**src/rtl/dmem_port_arbiter.sv**
```systemverilog
// dmem_port_arbiter: shares one backing memory port between the instruction
// requester (imem) and the data requester (dmem). Only one transaction is in
// flight at a time. Dmem has fixed priority; imem is forced to win after
// STARVE_MAX consecutive dmem grants made while imem was waiting.
module dmem_port_arbiter #(
    parameter int STARVE_MAX = 4
) (
    input  logic        clk,
    input  logic        rst,

    input  logic [31:0] imem_addr,
    input  logic [3:0]  imem_rmask,
    output logic [31:0] imem_rdata,
    output logic        imem_resp,

    input  logic [31:0] dmem_addr,
    input  logic [3:0]  dmem_rmask,
    input  logic [3:0]  dmem_wmask,
    input  logic [31:0] dmem_wdata,
    output logic [31:0] dmem_rdata,
    output logic        dmem_resp,

    output logic [31:0] mem_addr,
    output logic [3:0]  mem_rmask,
    output logic [3:0]  mem_wmask,
    output logic [31:0] mem_wdata,
    input  logic [31:0] mem_rdata,
    input  logic        mem_resp,

    output logic        busy
);

    typedef enum logic {
        IDLE,
        WAIT
    } state_t;

    typedef enum logic [1:0] {
        OWN_NONE,
        OWN_IMEM,
        OWN_DMEM
    } owner_t;

    localparam logic [3:0]  STARVE_LIM = 4'(STARVE_MAX);
    localparam logic [31:0] WORD_MASK  = 32'hFFFF_FFFC;

    state_t     state, state_nxt;
    owner_t     owner, owner_nxt;
    logic [3:0] starve_cnt, starve_nxt;

    logic imem_req;
    logic dmem_req;
    logic grant_i;
    logic grant_d;

    // Saturating increment so the starvation counter can never wrap.
    function automatic logic [3:0] sat_inc(input logic [3:0] v);
        return (v == 4'hF) ? v : v + 4'd1;
    endfunction

    assign imem_req = |imem_rmask;
    assign dmem_req = |(dmem_rmask | dmem_wmask);

    // Arbitration: grants only happen from IDLE and never while reset is held,
    // so the memory port is quiet the moment reset asserts.
    always_comb begin
        grant_i = 1'b0;
        grant_d = 1'b0;
        if (state == IDLE && !rst) begin
            if (dmem_req && (!imem_req || starve_cnt < STARVE_LIM)) begin
                grant_d = 1'b1;
            end else if (imem_req) begin
                grant_i = 1'b1;
            end
        end
    end

    // Control state register: FSM state, current owner and starvation count.
    always_ff @(posedge clk or posedge rst) begin
        if (rst) begin
            state      <= IDLE;
            owner      <= OWN_NONE;
            starve_cnt <= 4'd0;
        end else begin
            state      <= state_nxt;
            owner      <= owner_nxt;
            starve_cnt <= starve_nxt;
        end
    end

    // Next-state and outputs: issue from IDLE, route the response in WAIT.
    always_comb begin
        state_nxt  = state;
        owner_nxt  = owner;
        starve_nxt = starve_cnt;
        mem_addr   = 32'd0;
        mem_rmask  = 4'd0;
        mem_wmask  = 4'd0;
        mem_wdata  = 32'd0;
        imem_resp  = 1'b0;
        imem_rdata = 32'd0;
        dmem_resp  = 1'b0;
        dmem_rdata = 32'd0;
        busy       = 1'b0;

        unique case (state)
            IDLE: begin
                // A stray mem_resp here is deliberately ignored.
                if (!imem_req) begin
                    starve_nxt = 4'd0;
                end
                if (grant_d) begin
                    mem_addr  = dmem_addr & WORD_MASK;
                    mem_rmask = dmem_rmask;
                    mem_wmask = dmem_wmask;
                    mem_wdata = dmem_wdata;
                    owner_nxt = OWN_DMEM;
                    state_nxt = WAIT;
                    if (imem_req) begin
                        starve_nxt = sat_inc(starve_cnt);
                    end
                end else if (grant_i) begin
                    mem_addr   = imem_addr & WORD_MASK;
                    mem_rmask  = imem_rmask;
                    owner_nxt  = OWN_IMEM;
                    state_nxt  = WAIT;
                    starve_nxt = 4'd0;
                end
            end
            WAIT: begin
                busy = 1'b1;
                if (mem_resp) begin
                    state_nxt = IDLE;
                    owner_nxt = OWN_NONE;
                    if (owner == OWN_IMEM) begin
                        imem_resp  = 1'b1;
                        imem_rdata = mem_rdata;
                    end else if (owner == OWN_DMEM) begin
                        dmem_resp  = 1'b1;
                        dmem_rdata = mem_rdata;
                    end
                end
            end
            default: begin
                state_nxt = IDLE;
                owner_nxt = OWN_NONE;
            end
        endcase
    end

endmodule

```
**config.mk**
```make
export PLATFORM = sky130hd
export DESIGN_NAME = dmem_port_arbiter
export DESIGN_NICKNAME = d
export VERILOG_FILES = /design/src/rtl/dmem_port_arbiter.sv
export SDC_FILE = /design/constraint.sdc
export NUM_CORES = 1
export LEC_CHECK = 0
export CAP_MARGIN = 20
export CORE_AREA = 2 2 108 110
export CTS_CLUSTER_DIAMETER = 60
export DETAILED_ROUTE_END_ITERATION = 8
export DIE_AREA = 0 0 110 112
export SETUP_SLACK_MARGIN = 0.3
export SLEW_MARGIN = 15
export SYNTH_ARGS = -nofsm -noshare
export SYNTH_HDL_FRONTEND = slang
export SYNTH_SLANG_ARGS = --single-unit
```
**constraint.sdc**
```tcl
create_clock -name clk -period 4.9 [get_ports clk]
set_clock_uncertainty 0.2 [all_clocks]
set_input_delay 0.49 -clock clk [delete_from_list [all_inputs] [get_ports clk]]
set_output_delay 0.49 -clock clk [all_outputs]
set_load 0.01 [all_outputs]
```
======== Word level (Yosys, flattened, before mapping) ========
Index checks and enable logic that the tools add are counted.
word-level totals
  bits in registers ....................... 7
cells by class
  eq/ne operators ......................... 6
  add/sub/neg operators ................... 1
  muxes and demuxes ....................... 43
  reductions and logical operators ........ 9
  bitwise operators ....................... 2
  order comparisons ....................... 1
operators by type and width
  cell                                                                           count
  32-bit 2-to-1 mux                                                              12
  4-bit 2-to-1 mux                                                               10
  1-bit 2-to-1 mux                                                               16
  4-bit OR reduction                                                             2
  2-bit 2-to-1 mux                                                               3
  3-bit inequality test (second input constant)                                  2
  4-bit by 1-bit adder with 4-bit output (second input constant)                 1
  4-bit == test (second input constant)                                          1
  4-bit by 3-bit less-than comparator with 1-bit output (second input constant)  1
  4-bit bitwise OR                                                               1
  2-bit one-hot mux with 2 select lines                                          1
  2-bit AND reduction                                                            2
  2-bit by 1-bit == test with 1-bit output (second input constant)               1
  2-bit == test (second input constant)                                          1
  1-bit logical AND                                                              2
  1-bit logical NOT                                                              2
  2-bit inequality test (second input constant)                                  1
  1-bit one-hot mux with 2 select lines                                          1
  1-bit logical OR                                                               1
  1-bit inverter                                                                 1

======== Longest topological paths before layout ========
Gate-level depths: netlist (run 1).
  word-level depth ........................ 9
  gate-level depth with buffers ........... 5
  mapped depth without buffers ............ 3

======== Worst setup path before layout (run 1) ========
Ideal clock, no wire load.
  path type ............................... input to output
  start point ............................. input imem_rmask[0]
  end point ............................... output mem_addr[10]
  path slack .............................. 2.533 ns
  arrival ................................. 1.677 ns
  cell stages on the path ................. 4
  buffers on the path ..................... 1
  cell sequence ........................... nor4_4 -> a2bb2oi_4 -> buf_8 -> mux2i_1
on the way
  cells in the longest elaborated chain, start to end .. 9
  elaborated cells between the ends (all ways) .. 12
  those cells by class .................... 8 x mux; 4 x reduce/logical
ends and longest elaborated chain
  what                  RTL line  RTL
  start, declared       12        input logic [3:0] imem_rmask,
  4-bit OR reduction *  61        assign imem_req = |imem_rmask;
  1-bit logical NOT     -
  1-bit logical OR      70        if (dmem_req && (!imem_req || starve_cnt < STARVE_LIM)) begin
  1-bit logical AND     70
  1-bit 2-to-1 mux      70
  1-bit 2-to-1 mux      69        if (state == IDLE && !rst) begin
  32-bit 2-to-1 mux     122       end else if (grant_i) begin
  32-bit 2-to-1 mux *   112       if (grant_d) begin
  32-bit 2-to-1 mux *   106       unique case (state)
  end, declared         23        output logic [31:0] mem_addr,
Every way passes the cells marked *; elsewhere a longest branch is shown, timed or not.

======== Worst setup path after layout (run 1) ========
  start point ............................. input imem_rmask[0]
  end point ............................... output mem_addr[23]
The elaborated chain is that of the path after synthesis.

==> results of run 1 <==
[Yosys cell counts, drive strengths merged]
| library cell | n | area (um2) |
|---|---|---|
| a211o | 1 | 8.76 |
| a21o | 1 | 7.51 |
| a2bb2oi | 1 | 26.3 |
| a31oi | 1 | 6.26 |
| a32o | 3 | 30.0 |
| and2 | 65 | 407 |
| and3 | 37 | 231 |
| buf | 13 | 129 |
| clkbuf | 17 | 63.8 |
| conb | 1 | 3.75 |
| dfrtp | 7 | 175 |
| ha | 1 | 12.5 |
| inv | 2 | 7.51 |
| mux2i | 34 | 340 |
| nand2 | 42 | 158 |
| nand3 | 30 | 150 |
| nor2 | 2 | 7.51 |
| nor3b | 2 | 15.0 |
| nor4 | 3 | 46.3 |
| o21ai | 2 | 10.0 |
| o22ai | 2 | 12.5 |
| o31ai | 1 | 7.51 |
| o41a | 1 | 11.3 |
| or2 | 1 | 6.26 |
| or4 | 1 | 7.51 |
[layout make-up]
type	count	area [um2]	share of cell area [%]
flip-flops and latches	7	175	3.66
repair buffers	280	2820	58.9
clock buffers	4	78.8	1.65
well taps	143	179	3.74
inverters	2	7.51	0.157
multi-input cells	233	1530	31.9
[logic make-up (layout without fill, tap and decap cells)]
family | Yosys count | after routing
other cells | 1 | 2
compound gates | 13 | 13
simple gates | 183 | 183
buf+inv | 32 | 286
flops | 7 | 7
fa+ha+maj | 1 | 1
mux | 34 | 34
[power groups by stage]
stage / logic (mW) / clock network [mW] / registers [mW]
2_1_floorplan: 0.528 / 0 / 0.0957
3_3_place_gp: 0.994 / 0 / 0.101
3_5_place_dp: 1.00 / 0 / 0.103
4_1_cts: 1.01 / 0.143 / 0.103
5_1_grt: 1.08 / 0.146 / 0.107
6_report: 0.998 / 0.141 / 0.102
[path summary, 6_finish.rpt]
path                            endpoint  slack [ns]  depth (start not counted)
setup / recovery            mem_addr[23]        0.94                          6
hold / removal             starve_cnt[1]        0.31                          1
setup reg to reg                owner[0]        3.06                          3
hold reg to reg            starve_cnt[1]        0.31                          1
max in group asynchronous       owner[0]        3.82                          2
min in group asynchronous  starve_cnt[0]        0.45                          2
[cell usage in the layout, fill, tap and decap left out, drive strengths merged]
master | Yosys | final
a211o | 1 | 1
a21o | 1 | 1
a2bb2oi | 1 | 1
a31oi | 1 | 1
a32o | 3 | 3
and2 | 65 | 65
and3 | 37 | 37
buf | 13 | 5
clkbuf | 17 | 4
clkdlybuf4s50 | 0 | 275
conb | 1 | 2
dfrtp | 7 | 7
ha | 1 | 1
inv | 2 | 2
mux2i | 34 | 34
nand2 | 42 | 42
nand3 | 30 | 30
nor2 | 2 | 2
nor3b | 2 | 2
nor4 | 3 | 3
o21ai | 2 | 2
o22ai | 2 | 2
o31ai | 1 | 1
o41a | 1 | 1
or2 | 1 | 1
or4 | 1 | 1
[sequential cells by signal (all words and copies together) (netlist names)]
register	count
starve_cnt	4
state	1
owner	2
[per-layer routing]
metal / GRT usage (%) / vias up / routed length [um]
met5: 0 / - / 0
met4: 4.14 / 0 / 170
met3: 4.86 / 15 / 1130
met2: 24.8 / 172 / 4540
met1: 14.9 / 1248 / 3390
li1: - / 1436 / -
[worst max-delay path: cells and delay by family]
family          cells  cell delay [ns]
buf+inv             3             1.42
compound gates      1             0.63
mux                 1             0.25
simple gates        1             0.46
==> flow_metrics.env, run 1 <==
export IMPL_startpoint="imem_rmask[0]"
export IMPL_power_leakage_nw=2.07
export IMPL_clockBufferDepth=2
export IMPL_fp_coreArea_um2=11200
export IMPL_rsz0062_at_grt="no"
export IMPL_clkSlewWorstSetupHoldPaths_ns=0.04
export IMPL_fin_crit_sh_pct=80.8
export IMPL_cts_tree="built"
export IMPL_worstMarginPinSlew_ns=0.783
export IMPL_overflow=0
export IMPL_whs_ns=0.305
export IMPL_cts_sinks=7
export IMPL_p_switching_mw=0.488
export IMPL_dr_pass1_iters=4
export IMPL_slowest_delay_ns=0.63
export IMPL_max_freq_mhz=253
export IMPL_syn2layout_area_growth_pct=154
export IMPL_hpwlAfterDp_um=7630
export IMPL_synth_simple_area_share_pct=54.7
export IMPL_fin_util_pct=42.8
export IMPL_finalCriticalPeriod_ns=3.96
export IMPL_synthAdderAreaFrac_pct=0.665
export IMPL_vias=2871
export IMPL_outcome="finished, final reports clean"
export IMPL_critical_path_arrival_ns=3.27
export IMPL_worstSetupPathType="input port to primary output"
export IMPL_critPathSlowestCell="a2bb2oi_4"
export IMPL_hold_violations=0
export IMPL_power_mw=1.24
export IMPL_postCtsSetupBuffers=0
export IMPL_globalplace_congestion=0.795
export IMPL_track_usage_pct=13.8
export IMPL_grt_pass1_vias=2861
export IMPL_wl_per_cell_um=13.8
export IMPL_crit_top_cell="clkdlybuf4s50_1"
export IMPL_finalWirelength_um=9230
export IMPL_cts_buffers=3
export IMPL_postCtsHoldBufs=0
export IMPL_synth_distinct_cells=29
export IMPL_drv_cap=0
export IMPL_synth_top_family_by_area="simple AND/OR/NAND/NOR gates"
export IMPL_htreeDepth=1
export IMPL_path_max_fanout=39
export IMPL_antenna_found_initial=0
export IMPL_dpl_cell_count=664
export IMPL_clkPwrFrac_pct=11.4
export IMPL_power_density_nw_per_um2=259
export IMPL_dp_slack_ns=0.935
export IMPL_sw_frac_of_total_pct=39.3
export IMPL_hold_path_class="flop to flop"
export IMPL_drt_iter0_drc=135
export IMPL_synth_compound_area_share_pct=6.39
export IMPL_dpl_cell_area_um2=4700
export IMPL_synth_xor_area_share_pct=0
export IMPL_combPwrFrac_pct=80.4
export IMPL_die_w_um=110
export IMPL_die_y_um=112
export IMPL_yosysWarnings=0
export IMPL_endpoint_kind="primary output"
export IMPL_seq_area_frac_synth_pct=9.31
export IMPL_intPower_mw=0.753
export IMPL_ys_ff_latch=7
export IMPL_netlist_area_um2=1880
export IMPL_ir_drop_uv=173
export IMPL_dieArea_um2=12300
export IMPL_rows=39
export IMPL_finalSetupViolCount=0
export IMPL_drc=0
export IMPL_seqPwrFrac_pct=8.2
export IMPL_worstPathCellList="clkdlybuf4s50_1 -> nor4_4 -> a2bb2oi_4 -> buf_12 -> mux2i_1 -> clkdlybuf4s50_1"
export IMPL_final_setup_worst_slack_ns=0.943
export IMPL_initial_core_util_pct=16.8
export IMPL_avgSynthCellArea_um2=6.94
export IMPL_via_per_inst=4.29
export IMPL_grt_max_degree=76
export IMPL_cp_data_required_time_ns=4.21
export IMPL_fin_nets=671
export IMPL_hp_start="starve_cnt[1]"
export IMPL_nFillCells=1129
export IMPL_stdcell_area_um2=4790
export IMPL_cts_resized_gates=0
export IMPL_clk_latency_ns=0.23
export IMPL_grt_first_pass_wirelength_um=13800
export IMPL_syn_instance_count=271
export IMPL_timing_slew_headroom_pct=47.6
export IMPL_drive_above_1_share_pct=3.04
export IMPL_reg2reg_from="starve_cnt[2]"
export IMPL_io_buffers=275
export IMPL_worstSetupStartpointType="input port"
export IMPL_slew_violations=0
export IMPL_synth_mux_area_share_pct=18.1
export IMPL_tns_ns=0
export IMPL_detail_route_antenna_nets=0
export IMPL_ios=282
export IMPL_cts_root_buffer="clkbuf_16"
export IMPL_diodes=0
export IMPL_stdcell_count=669
No activity file was read; power rests on OpenSTA's default activity.
==> run 2: changes to the inputs <==
- CORE_AREA: 2 2 108 110 -> 2 2 109 111
- DIE_AREA: 0 0 110 112 -> 0 0 111 113
- clock period: 4.9 -> 3.97 ns (I/O delays scaled with it)
==> flow_metrics.env, run 2 (synthesized netlist as in run 1, its figures left out) <==
export IMPL_stdcell_area_um2=4790
export IMPL_largest_register_ff_count=4
export IMPL_mostFrequentLayoutCells="275 x clkdlybuf4s50_1, 65 x and2_1, 42 x nand2_1"
export IMPL_power_leakage_nw=2.07
export IMPL_clk_latency_ns=0.23
export IMPL_timing_slew_headroom_pct=62.4
export IMPL_layout_commonest_cell="clkdlybuf4s50_1"
export IMPL_fp_coreArea_um2=11300
export IMPL_ios=282
export IMPL_postCtsSetupBuffers=0
export IMPL_cts_sinks=7
export IMPL_largestRegisters="starve_cnt: 4 flops, owner: 2 flops, state: 1 flops"
export IMPL_fin_util_pct=42.5
export IMPL_endpoint_kind="primary output"
export IMPL_intPower_mw=0.932
export IMPL_postCtsHoldBufs=0
export IMPL_rows=39
export IMPL_critical_path_arrival_ns=2.69
export IMPL_io_buffers=275
export IMPL_die_y_um=113
export IMPL_nFillCells=1122
export IMPL_grt_max_degree=95
export IMPL_clkPwrFrac_pct=11.2
export IMPL_worstSetupStartpointType="input port"
export IMPL_seqPwrFrac_pct=8.2
export IMPL_vias=2886
export IMPL_dr_pass1_iters=4
export IMPL_die_w_um=111
export IMPL_clkSlewWorstSetupHoldPaths_ns=0.04
export IMPL_diodes=0
export IMPL_tns_ns=0
export IMPL_htreeDepth=1
export IMPL_outcome="finished, final reports clean"
export IMPL_via_per_inst=4.31
export IMPL_drv_cap=0
export IMPL_initial_core_util_pct=16.7
export IMPL_p_switching_mw=0.603
export IMPL_cts_tree="built"
export IMPL_antenna_found_initial=0
export IMPL_sw_frac_of_total_pct=39.3
export IMPL_clockBufferDepth=2
export IMPL_globalplace_congestion=0.818
export IMPL_cts_resized_gates=0
export IMPL_hold_violations=0
export IMPL_fin_nets=672
export IMPL_max_freq_mhz=305
export IMPL_worstMarginPinSlew_ns=0.560
export IMPL_hold_path_class="flop to flop"
export IMPL_drt_iter0_drc=130
export IMPL_grt_first_pass_wirelength_um=14300
export IMPL_detail_route_antenna_nets=0
export IMPL_path_max_fanout=50
export IMPL_combPwrFrac_pct=80.6
export IMPL_cts_root_buffer="clkbuf_16"
export IMPL_drive_above_1_share_pct=3.42
export IMPL_fin_crit_sh_pct=82.7
export IMPL_dpl_cell_area_um2=4710
export IMPL_syn2layout_area_growth_pct=155
export IMPL_dieArea_um2=12500
export IMPL_power_density_nw_per_um2=320
export IMPL_grt_pass1_vias=2885
export IMPL_cts_buffers=3
export IMPL_finalWirelength_um=9260
export IMPL_ir_drop_uv=185
export IMPL_wl_per_cell_um=13.8
export IMPL_drc=0
export IMPL_finalCriticalPeriod_ns=3.28
export IMPL_overflow=0
export IMPL_slew_violations=0
export IMPL_worstSetupPathType="input port to primary output"
export IMPL_regMostFlops="starve_cnt"
export IMPL_rsz0062_at_grt="no"
export IMPL_track_usage_pct=13.6
export IMPL_finalSetupViolCount=0
export IMPL_hpwlAfterDp_um=7630
export IMPL_cp_data_required_time_ns=3.37
[run 2: changes by cell type in the layout (fill, tap and decap cells not counted), sizes merged]
cell,delta
buf,+1
clkbuf,-1
clkinv,+1
[run 2: final timing paths]
kind / slack [ns] / cells past startpoint / start / end
setup / recovery: 0.69 / 6 / imem_rmask[0] / mem_addr[9]
hold / removal: 0.30 / 1 / starve_cnt[0] / starve_cnt[0]
setup reg to reg: 2.40 / 3 / state / owner[1]
hold reg to reg: 0.30 / 1 / starve_cnt[0] / starve_cnt[0]
max in group asynchronous: 3.00 / 2 / rst / starve_cnt[1]
min in group asynchronous: 0.34 / 2 / rst / state
[run 2: worst max-delay path, cell delays in order]
cell             delay (ns)
clkdlybuf4s50_1        0.51
nor4_4                 0.45
a2bb2oi_4              0.20
buf_12                 0.28
mux2i_1                0.23
clkdlybuf4s50_1        0.58
[run 2: metrics by stage]
step | setup WS (ns) | hold WS, ns | power, mW | instances
floorplan | 1.79 | 0.00653 | 0.770 | 272
global placement | 0.716 | 0.280 | 1.36 | 666
detailed placement | 0.681 | 0.285 | 1.37 | 666
CTS | 0.671 | 0.294 | 1.55 | 670
global route | 0.579 | 0.321 | 1.64 | 670
finish | 0.687 | 0.299 | 1.54 | 670
[run 2: layout make-up]
cell class | instances | area, um2 | area share (%)
clock buffer | 3 | 75.1 | 1.57
clock inverter | 1 | 5.00 | 0.104
inverter | 2 | 7.51 | 0.157
multi-input combinational | 233 | 1530 | 31.9
sequential | 7 | 175 | 3.66
tap | 143 | 179 | 3.73
timing repair buffer | 281 | 2820 | 58.9
[run 2: power groups by stage]
stage          registers [mW]  logic, mW  clock network [mW]
2_1_floorplan           0.118      0.652                   0
3_3_place_gp            0.125       1.23                   0
3_5_place_dp            0.127       1.24                   0
4_1_cts                 0.126       1.25               0.174
5_1_grt                 0.131       1.33               0.178
6_report                0.126       1.24               0.173
[run 2: per-layer routing]
metal	share of wire [%]	global-route usage, %	vias up
met5	0	0	-
met1	39	14.9	1270
met2	50	25.6	164
met4	1.1	2.17	0
li1	-	-	1442
met3	11	4.93	10
==> run 3: changes to the inputs <==
- clock period: 3.97 -> 3.3 ns (I/O delays scaled with it)
==> flow_metrics.env, run 3 (synthesized netlist as in run 1, its figures left out) <==
export IMPL_outcome="finished, final reports clean"
export IMPL_htreeDepth=1
export IMPL_vias=2939
export IMPL_rsz0062_at_grt="no"
export IMPL_power_leakage_nw=2.52
export IMPL_diodes=0
export IMPL_hold_path_class="flop to flop"
export IMPL_finalWirelength_um=9570
export IMPL_stdcell_area_um2=4950
export IMPL_endpoint_kind="primary output"
export IMPL_max_freq_mhz=345
export IMPL_wl_per_cell_um=14.1
export IMPL_via_per_inst=4.32
export IMPL_dpl_cell_count=670
export IMPL_stdcell_count=680
export IMPL_cts_sinks=7
export IMPL_ir_drop_uv=151
export IMPL_reg2reg_from="state"
export IMPL_clockBufferDepth=2
export IMPL_grt_first_pass_wirelength_um=14800
export IMPL_dp_slack_ns=0.109
export IMPL_startpoint="imem_rmask[3]"
export IMPL_layout_commonest_cell="clkdlybuf4s50_1"
export IMPL_mostFrequentLayoutCells="245 x clkdlybuf4s50_1, 65 x and2_1, 42 x nand2_1"
export IMPL_grt_max_degree=66
export IMPL_dpl_cell_area_um2=4740
export IMPL_fin_nets=682
export IMPL_tns_ns=0
export IMPL_hold_violations=0
export IMPL_die_w_um=111
export IMPL_ios=282
export IMPL_fp_coreArea_um2=11300
export IMPL_hp_start="starve_cnt[0]"
export IMPL_cp_data_required_time_ns=2.77
export IMPL_track_usage_pct=14.0
export IMPL_die_y_um=113
export IMPL_drt_iter0_drc=82
export IMPL_worstSetupStartpointType="input port"
export IMPL_hpwlAfterDp_um=7650
export IMPL_postCtsHoldBufs=0
export IMPL_finalSetupViolCount=0
export IMPL_drv_cap=0
export IMPL_multiInputGateArea_um2=1530
export IMPL_slew_violations=0
export IMPL_largestRegisters="starve_cnt: 4 flops, owner: 2 flops, state: 1 flops"
export IMPL_dieArea_um2=12500
export IMPL_seqCellArea_um2=175
export IMPL_grt_pass1_vias=2985
export IMPL_path_max_fanout=17
export IMPL_clkSlewWorstSetupHoldPaths_ns=0.04
export IMPL_antenna_found_initial=0
export IMPL_critical_path_arrival_ns=2.37
export IMPL_largest_register_ff_count=4
export IMPL_rows=39
export IMPL_nFillCells=1131
export IMPL_syn2layout_area_growth_pct=163
export IMPL_final_setup_worst_slack_ns=0.402
export IMPL_overflow=0
export IMPL_clk_latency_ns=0.23
export IMPL_cts_tree="built"
export IMPL_initial_core_util_pct=16.7
export IMPL_regMostFlops="starve_cnt"
export IMPL_fin_crit_sh_pct=87.8
export IMPL_finalCriticalPeriod_ns=2.90
export IMPL_cts_root_buffer="clkbuf_16"
export IMPL_cts_buffers=3
export IMPL_detail_route_antenna_nets=0
export IMPL_globalplace_congestion=0.803
export IMPL_drive_above_1_share_pct=5.03
export IMPL_worstSetupPathType="input port to primary output"
export IMPL_drc=0
export IMPL_dr_pass1_iters=4
export IMPL_power_density_nw_per_um2=386
export IMPL_io_buffers=275
[run 3: worst paths after layout]
| path | depth (start not counted) | slack (ns) | to |
|---|---|---|---|
| setup / recovery | 7 | 0.40 | mem_addr[16] |
| hold / removal | 1 | 0.30 | starve_cnt[0] |
| setup reg to reg | 4 | 1.55 | owner[1] |
| hold reg to reg | 1 | 0.30 | starve_cnt[0] |
| max in group asynchronous | 2 | 2.36 | starve_cnt[1] |
| min in group asynchronous | 2 | 0.31 | starve_cnt[0] |
[run 3: what timing repair did]
item                       CTS  global route
setup buffers                2             2
setup endpoints to repair   68            62
gates resized for setup      9            23
gates cloned                 2             0
pin swaps                    1             1
[run 3: power breakdown]
group          internal [mW]  total [mW]  switching (mW)  leakage [nW]
Clock                  0.161       0.205          0.0443        0.0382
Combinational          0.893        1.55           0.661          2.39
Sequential             0.118       0.154          0.0357        0.0902
[run 3: final cells by class]
| type | count | area share [%] |
|---|---|---|
| inverter | 2 | 0.152 |
| clock buffer | 4 | 1.59 |
| sequential | 7 | 3.54 |
| timing repair buffer | 291 | 60.3 |
| tap | 143 | 3.61 |
| multi-input combinational | 233 | 30.8 |
[run 3: metal layers]
metal / share of wire [%] / track usage [%]
met5: 0 / 0
met3: 9.7 / 4.50
met2: 50 / 27.0
met1: 39 / 15.4
met4: 0.89 / 1.83
[run 3: through the flow]
| stage | util (%) | power [mW] | hold slack, ns |
|---|---|---|---|
| finish | 44.0 | 1.91 | 0.300 |
| CTS | 43.4 | 1.95 | 0.295 |
| global placement | 42.1 | 1.64 | 0.279 |
| global route | 44.0 | 2.04 | 0.313 |
| detailed placement | 42.1 | 1.66 | 0.289 |
| floorplan | - | 0.927 | -0.0605 |
[run 3: worst max-delay path, cell delays in order]
cell and delay (ns):
clkdlybuf4s50_1 0.48, nor4_4 0.26, a2bb2oi_4 0.19, buf_4 0.17, buf_16 0.17, mux2i_1 0.20, clkdlybuf4s50_1 0.57
